$ cat src/rtl/div_seq_if.sv
// Handshake and result bundle between the EX-stage decode path and the
// shared DIV/DIVU sequencer.
//   start      : DIV/DIVU present in EX
//   signed_div : 1 = DIV, 0 = DIVU
//   annul      : flush/exception kill of the EX instruction
//   a, b       : dividend (rs), divisor (rt)
//   stall      : hold IF..EX while the divide is in flight
//   ready      : one-cycle pulse, hi/lo valid this cycle
//   hilo_we    : HI/LO write strobe, decoder encoding (01 = write both)
//   hi, lo     : remainder, quotient (registered)
interface div_seq_if #(
  parameter int WIDTH = 32
);
  logic             start;
  logic             signed_div;
  logic             annul;
  logic [WIDTH-1:0] a;
  logic [WIDTH-1:0] b;
  logic             stall;
  logic             ready;
  logic [1:0]       hilo_we;
  logic [WIDTH-1:0] hi;
  logic [WIDTH-1:0] lo;

  modport master (
    output start, signed_div, annul, a, b,
    input  stall, ready, hilo_we, hi, lo
  );

  modport slave (
    input  start, signed_div, annul, a, b,
    output stall, ready, hilo_we, hi, lo
  );
endinterface

$ cat src/rtl/div_seq.sv
// Multi-cycle radix-2 restoring divider sequencer for DIV/DIVU in EX.
// Ports:
//   clk  : system clock, rising edge
//   rst  : synchronous active-high reset
//   bus  : div_seq_if slave (start/signed_div/annul/a/b in,
//          stall/ready/hilo_we/hi/lo out)
// A normal divide takes WIDTH BUSY cycles followed by one DONE cycle in
// which the quotient (LO) and remainder (HI) are presented with the write
// strobe. Divide by zero short-circuits through ZERO.
module div_seq #(
  parameter int WIDTH = 32
) (
  input  logic      clk,
  input  logic      rst,
  div_seq_if.slave  bus
);

  localparam int CNT_W = (WIDTH > 1) ? $clog2(WIDTH) : 1;
  localparam logic [CNT_W-1:0] CNT_LAST = CNT_W'(WIDTH - 1);

  typedef enum logic [1:0] {IDLE, ZERO, BUSY, DONE} state_t;

  state_t           state_q, state_d;
  logic [CNT_W-1:0] cnt_q, cnt_d;
  logic [WIDTH-1:0] rem_q, rem_d;
  logic [WIDTH-1:0] quo_q, quo_d;
  logic [WIDTH-1:0] div_q, div_d;
  logic             sgn_quo_q, sgn_quo_d;
  logic             sgn_rem_q, sgn_rem_d;
  logic [WIDTH-1:0] hi_q, hi_d;
  logic [WIDTH-1:0] lo_q, lo_d;

  logic [WIDTH:0]   rem_sh;
  logic             fits;
  logic [WIDTH-1:0] rem_step;
  logic [WIDTH-1:0] quo_step;

  // Two's-complement negate with WIDTH-bit wrap.
  function automatic logic [WIDTH-1:0] neg(input logic [WIDTH-1:0] x);
    return ~x + WIDTH'(1);
  endfunction

  // Magnitude when the operand is treated as signed, raw value otherwise.
  // The most negative value maps to itself, which is what makes the
  // 0x80000000 / -1 overflow case come out right without special handling.
  function automatic logic [WIDTH-1:0] mag(input logic [WIDTH-1:0] x,
                                           input logic               is_signed);
    return (is_signed && x[WIDTH-1]) ? neg(x) : x;
  endfunction

  // One restoring step: shift {rem, quo} left, trial-subtract the divisor.
  // The shifted remainder needs one extra bit so large unsigned divisors
  // compare correctly; after a successful subtract the result fits in WIDTH.
  always_comb begin
    rem_sh   = {rem_q, quo_q[WIDTH-1]};
    fits     = (rem_sh >= {1'b0, div_q});
    rem_step = fits ? (rem_sh[WIDTH-1:0] - div_q) : rem_sh[WIDTH-1:0];
    quo_step = {quo_q[WIDTH-2:0], fits};
  end

  always_comb begin
    state_d   = state_q;
    cnt_d     = cnt_q;
    rem_d     = rem_q;
    quo_d     = quo_q;
    div_d     = div_q;
    sgn_quo_d = sgn_quo_q;
    sgn_rem_d = sgn_rem_q;
    hi_d      = hi_q;
    lo_d      = lo_q;

    if (bus.annul) begin
      state_d = IDLE;
    end else begin
      unique case (state_q)
        IDLE: begin
          if (bus.start) begin
            if (bus.b != '0) begin
              rem_d     = '0;
              quo_d     = mag(bus.a, bus.signed_div);
              div_d     = mag(bus.b, bus.signed_div);
              sgn_quo_d = bus.signed_div & (bus.a[WIDTH-1] ^ bus.b[WIDTH-1]);
              sgn_rem_d = bus.signed_div & bus.a[WIDTH-1];
              cnt_d     = '0;
              state_d   = BUSY;
            end else begin
              // Divide by zero: park the fixed result in the working regs.
              rem_d     = bus.a;
              quo_d     = '1;
              sgn_quo_d = 1'b0;
              sgn_rem_d = 1'b0;
              state_d   = ZERO;
            end
          end
        end
        BUSY: begin
          rem_d = rem_step;
          quo_d = quo_step;
          cnt_d = cnt_q + 1'b1;
          if (cnt_q == CNT_LAST) begin
            hi_d    = sgn_rem_q ? neg(rem_step) : rem_step;
            lo_d    = sgn_quo_q ? neg(quo_step) : quo_step;
            state_d = DONE;
          end
        end
        ZERO: begin
          hi_d    = rem_q;
          lo_d    = quo_q;
          state_d = DONE;
        end
        DONE: begin
          state_d = IDLE;
        end
        default: state_d = IDLE;
      endcase
    end
  end

  always_ff @(posedge clk) begin
    if (rst) begin
      state_q   <= IDLE;
      cnt_q     <= '0;
      rem_q     <= '0;
      quo_q     <= '0;
      div_q     <= '0;
      sgn_quo_q <= 1'b0;
      sgn_rem_q <= 1'b0;
      hi_q      <= '0;
      lo_q      <= '0;
    end else begin
      state_q   <= state_d;
      cnt_q     <= cnt_d;
      rem_q     <= rem_d;
      quo_q     <= quo_d;
      div_q     <= div_d;
      sgn_quo_q <= sgn_quo_d;
      sgn_rem_q <= sgn_rem_d;
      hi_q      <= hi_d;
      lo_q      <= lo_d;
    end
  end

  // An annul in DONE suppresses the write so a killed DIV never commits.
  assign bus.stall   = !bus.annul &&
                       ((state_q == IDLE && bus.start) ||
                        state_q == BUSY || state_q == ZERO);
  assign bus.ready   = (state_q == DONE) && !bus.annul;
  assign bus.hilo_we = bus.ready ? 2'b01 : 2'b00;
  assign bus.hi      = hi_q;
  assign bus.lo      = lo_q;

endmodule

$ cat src/flat_wrapper.sv
// flat-port wrapper written by rule: the top's interface ports become plain ports
module div_seq_flat 
#(
  parameter int WIDTH = 32
)
  (clk, rst, bus_start, bus_signed_div, bus_annul, bus_a, bus_b, bus_stall, bus_ready, bus_hilo_we, bus_hi, bus_lo);
  div_seq_if #(.WIDTH(WIDTH)) bus_i ();
  input  logic clk;
  input  logic rst;
  input wire logic [$bits(bus_i.start)-1:0] bus_start;
  input wire logic [$bits(bus_i.signed_div)-1:0] bus_signed_div;
  input wire logic [$bits(bus_i.annul)-1:0] bus_annul;
  input wire logic [$bits(bus_i.a)-1:0] bus_a;
  input wire logic [$bits(bus_i.b)-1:0] bus_b;
  output wire logic [$bits(bus_i.stall)-1:0] bus_stall;
  output wire logic [$bits(bus_i.ready)-1:0] bus_ready;
  output wire logic [$bits(bus_i.hilo_we)-1:0] bus_hilo_we;
  output wire logic [$bits(bus_i.hi)-1:0] bus_hi;
  output wire logic [$bits(bus_i.lo)-1:0] bus_lo;
  assign bus_i.start = bus_start;
  assign bus_i.signed_div = bus_signed_div;
  assign bus_i.annul = bus_annul;
  assign bus_i.a = bus_a;
  assign bus_i.b = bus_b;
  assign bus_stall = bus_i.stall;
  assign bus_ready = bus_i.ready;
  assign bus_hilo_we = bus_i.hilo_we;
  assign bus_hi = bus_i.hi;
  assign bus_lo = bus_i.lo;
  div_seq #(.WIDTH(WIDTH)) u_core (.clk(clk), .rst(rst), .bus(bus_i));
endmodule
$ cat config.mk
export PLATFORM = sky130hd
export DESIGN_NAME = div_seq_flat
export DESIGN_NICKNAME = d
export VERILOG_FILES = /design/src/rtl/div_seq_if.sv /design/src/rtl/div_seq.sv /design/src/flat_wrapper.sv
export SDC_FILE = /design/constraint.sdc
export NUM_CORES = 1
export LEC_CHECK = 0
export BUFFER_PORTS_ARGS = -buffer_cell sky130_fd_sc_hd__buf_2
export CORE_UTILIZATION = 60
export DETAILED_ROUTE_END_ITERATION = 12
export HOLD_SLACK_MARGIN = 0.12
export PLACE_DENSITY = 0.88
export SLEW_MARGIN = 30
export SYNTH_ARGS = -nofsm -noshare
export SYNTH_HDL_FRONTEND = slang
export SYNTH_SLANG_ARGS = --single-unit
$ cat constraint.sdc
create_clock -name clk -period 6.3 [get_ports clk]
set_clock_uncertainty 0.2 [all_clocks]
set_input_delay 0.945 -clock clk [delete_from_list [all_inputs] [get_ports clk]]
set_output_delay 0.945 -clock clk [all_outputs]
set_load 0.01 [all_outputs]
==> impl_metrics.py <==
metrics = {
    "power": {
        "p_leak_nw": 5.39,
        "vdd_drop_max_uv": 206,
        "powerDensity_nw_per_um2": 279,
        "total_power_mw": 3.93,
    },
    "cts": {
        "cts_setup_buffers": 0,
        "cts_sinks": 169,
        "clk-insertion-delay-late_ns": 0.44,
        "root_buffer": "clkbuf_16",
        "cts_made_buffers": 17,
        "cts.repair.resized": 0,
        "cts_tree": "yes",
        "htreeDepth": 4,
        "cts.path.max_buffers": 2,
        "hold_buffers": 0,
        "clkTransAtPathRegs_ns": 0.07,
    },
    "setup_path": {
        "arrival_ns": 5.34,
        "cp_slowest_cell": "or4b_1",
        "crit_family": "compound AO/OA/AOI/OAI gates",
        "criticalPathCategory": "register to register",
        "required_ns": 6.43,
        "cp_num_buf_inv": 1,
        "worst-path-max-fanout": 13,
        "startpoint_type": "register",
        "crit_chain": "ha_1, nand2_1, o21ai_0, a211o_1, o211ai_1, nand3_4, o21ai_0, ha_1, inv_1, nor2_1, nand2_1, or4b_1, mux2i_4, o2111ai_4, nor3_2, a41oi_2, xnor2_1, a221oi_1",
        "cp-end-kind": "register",
        "slowest_delay_ns": 0.56,
    },
    "yosys": {
        "syn-num-nets": 1871,
        "synth_cell_types": 100,
        "synth_flop_cell": "dfxtp_1",
        "netlist_instances": 1759,
        "postSynthAreaPerCell_um2": 7.32,
        "synth_top_cell_by_area": "dfxtp_1",
        "synth_mux_area_share_pct": 2.08,
        "yosys.area_share.simple_pct": 23.9,
        "synth_area_leaders": "dfxtp_1 (26%), nand2_1 (6.6%), nor2_1 (6.4%)",
        "synth-seq-cells": 169,
        "yosysWarnings": 0,
        "async_flop_share_pct": 0,
        "synth_area_um2": 12900,
        "synth_top_family_by_area": "compound AO/OA/AOI/OAI gates",
        "synth_top_area_share_pct": 26.3,
        "synth_compound_area_share_pct": 27.2,
        "ys_seq_area_share_pct": 26.3,
        "synthAdderAreaFrac_pct": 4.23,
        "yosys.area_share.xor_xnor_pct": 9.52,
        "synth-edff-count": 0,
    },
    "sta": {
        "slew_viol_final": 0,
        "rsz0062_at_grt": "no",
        "tightest_slew_ns": 0.970,
        "setup_tns_ns": 0,
        "hold_viol_final": 0,
        "slew_headroom_pct": 35.3,
        "period_share_pct": 82.7,
        "fmax_mhz": 192,
        "finalSetupViolations": 0,
        "period_needed_ns": 5.21,
    },
    "run_status": {
        "status": "finished clean",
    },
    "detailed_routing": {
        "wl_met1_um": 16900,
        "vias": 13500,
        "vias_per_cell": 6.45,
        "wirelength_um": 40400,
        "drt_pass1_iterations": 6,
        "wl_per_cell_um": 19.3,
        "route.met2.wl_um": 17900,
        "top_layer_used": "met4",
        "route.met3.wl_um": 4050,
        "drtAntennaViolNets": 0,
        "drt_iter0_drc": 1366,
        "drc": 0,
    },
    "floorplan": {
        "dieArea_um2": 22100,
        "coreArea_um2": 21000,
        "die_y_um": 149,
        "io_pins": 137,
        "row_count": 53,
        "dieWidth_um": 149,
        "start_util_pct": 61.3,
    },
    "grt": {
        "grt_max_degree": 139,
        "gr-total-overflow": 0,
        "grt_pass1_vias": 12100,
        "grt_usage_pct": 36.4,
        "antenna_found_initial": 1,
        "grt_pass1_wl_um": 63900,
    },
    "place": {
        "portBuffers": 135,
        "gp_congestion": 0.989,
        "hpwlAfterDp_um": 29000,
    },
    "cells_and_area": {
        "layout-drive-gt1-share_pct": 13.4,
        "antenna_cells": 0,
        "fin_nets": 1917,
        "multi_input_area_um2": 8650,
        "mostFrequentLayoutCells": "nand2_1 (228), nor2_1 (219), dfxtp_1 (168)",
        "syn2layout_area_growth_pct": 9.36,
        "n_fill_cell": 1815,
        "final_common_cell": "nand2_1",
        "regArea_um2": 3380,
    },
    "job": {
        "drv_cap": 0,
    },
    "hold_path": {
        "hold_path_class": "register to register",
    },
}
[worst min-delay path, stage by stage (launching register included)]
cell     delay [ns]
dfxtp_1        0.31
nand2_1        0.05
a21oi_1        0.05
[final cells by class]
type | instances | area share, %
multi-input cells | 1383 | 61.4
flip-flops and latches | 169 | 24.0
repair buffers | 150 | 5.70
clock buffers | 18 | 3.12
well taps | 275 | 2.44
inverters | 84 | 2.26
clock inverters | 14 | 1.07
[power by group]
group          switching [mW]  internal [mW]
registers              0.0713           1.13
logic                    1.09          0.570
clock network           0.521          0.542
total                    1.68           2.25
[Yosys cell counts (4+ instances only)]
library cell / instances
a311oi_1: 12
xnor2_1: 82
nand2_1: 228
nand2b_1: 7
nand4_1: 18
nor4_1: 11
o21a_1: 6
and2_1: 5
a21o_1: 11
a31oi_1: 14
nor4b_1: 5
nor3_1: 60
a21oi_1: 159
or2_2: 4
o31ai_1: 17
nor2b_1: 7
buf_2: 23
clkbuf_1: 81
buf_4: 4
xor2_1: 58
buf_1: 8
a221oi_1: 42
nor3b_1: 6
o21ai_1: 8
nand3_1: 24
buf_6: 4
ha_1: 42
nor2_1: 219
o21bai_1: 7
and4_1: 7
o21ai_0: 102
a211oi_1: 55
mux2i_1: 22
o41ai_1: 14
or3_1: 11
o211ai_1: 17
inv_1: 82
or4_1: 7
dfxtp_1: 169
and3_1: 16
o22ai_1: 5
[per-stage QoR]
step | cell area, um2 | instances | hold WS (ns) | util (%) | setup slack [ns]
after floorplan | 12900 | 1759 | 0.236 | - | 1.40
after global placement | 13500 | 2061 | 0.239 | 64.2 | 1.41
after detailed placement | 13500 | 2061 | 0.244 | 64.2 | 1.25
after CTS | 14100 | 2093 | 0.254 | 67.0 | 1.22
after global routing | 14100 | 2093 | 0.267 | 67.0 | 0.735
final | 14100 | 2093 | 0.253 | 67.0 | 1.09
[layer usage]
metal | up-vias | track usage [%]
li1 | 6366 | -
met3 | 144 | 8.01
met4 | 0 | 14.0
met2 | 772 | 57.0
met1 | 6217 | 48.6
met5 | - | 0
[sequential cells by signal, summed over array words and instances (netlist names)]
register	cells
u_core.bus.hi	32
u_core.bus.lo	32
u_core.div_q	32
u_core.quo_q	32
u_core.rem_q	32
u_core.cnt_q	5
u_core.state_q	2
u_core.sgn_quo_q	1
u_core.sgn_rem_q	1
[path summary, 6_finish.rpt]
kind | slack (ns) | end | depth (start not counted) | from
worst max-delay path | 1.09 | u_core.bus.hi[30] | 18 | u_core.rem_q[18]
worst min register to register | 0.25 | u_core.bus.lo[12] | 2 | u_core.bus.lo[12]
worst max register to register | 1.09 | u_core.bus.hi[30] | 18 | u_core.rem_q[18]
worst min-delay path | 0.25 | u_core.bus.lo[12] | 2 | u_core.bus.lo[12]
[cell families after synthesis]
| group | Yosys count |
|---|---|
| and+or+nand+nor | 658 |
| AOI/OAI and AO/OA | 516 |
| buffers and inverters | 207 |
| DFF | 169 |
| xor gates and xnor gates | 140 |
| adders and majority gates | 43 |
| muxes | 25 |
| other | 1 |
No activity file was read; power rests on OpenSTA's default activity.
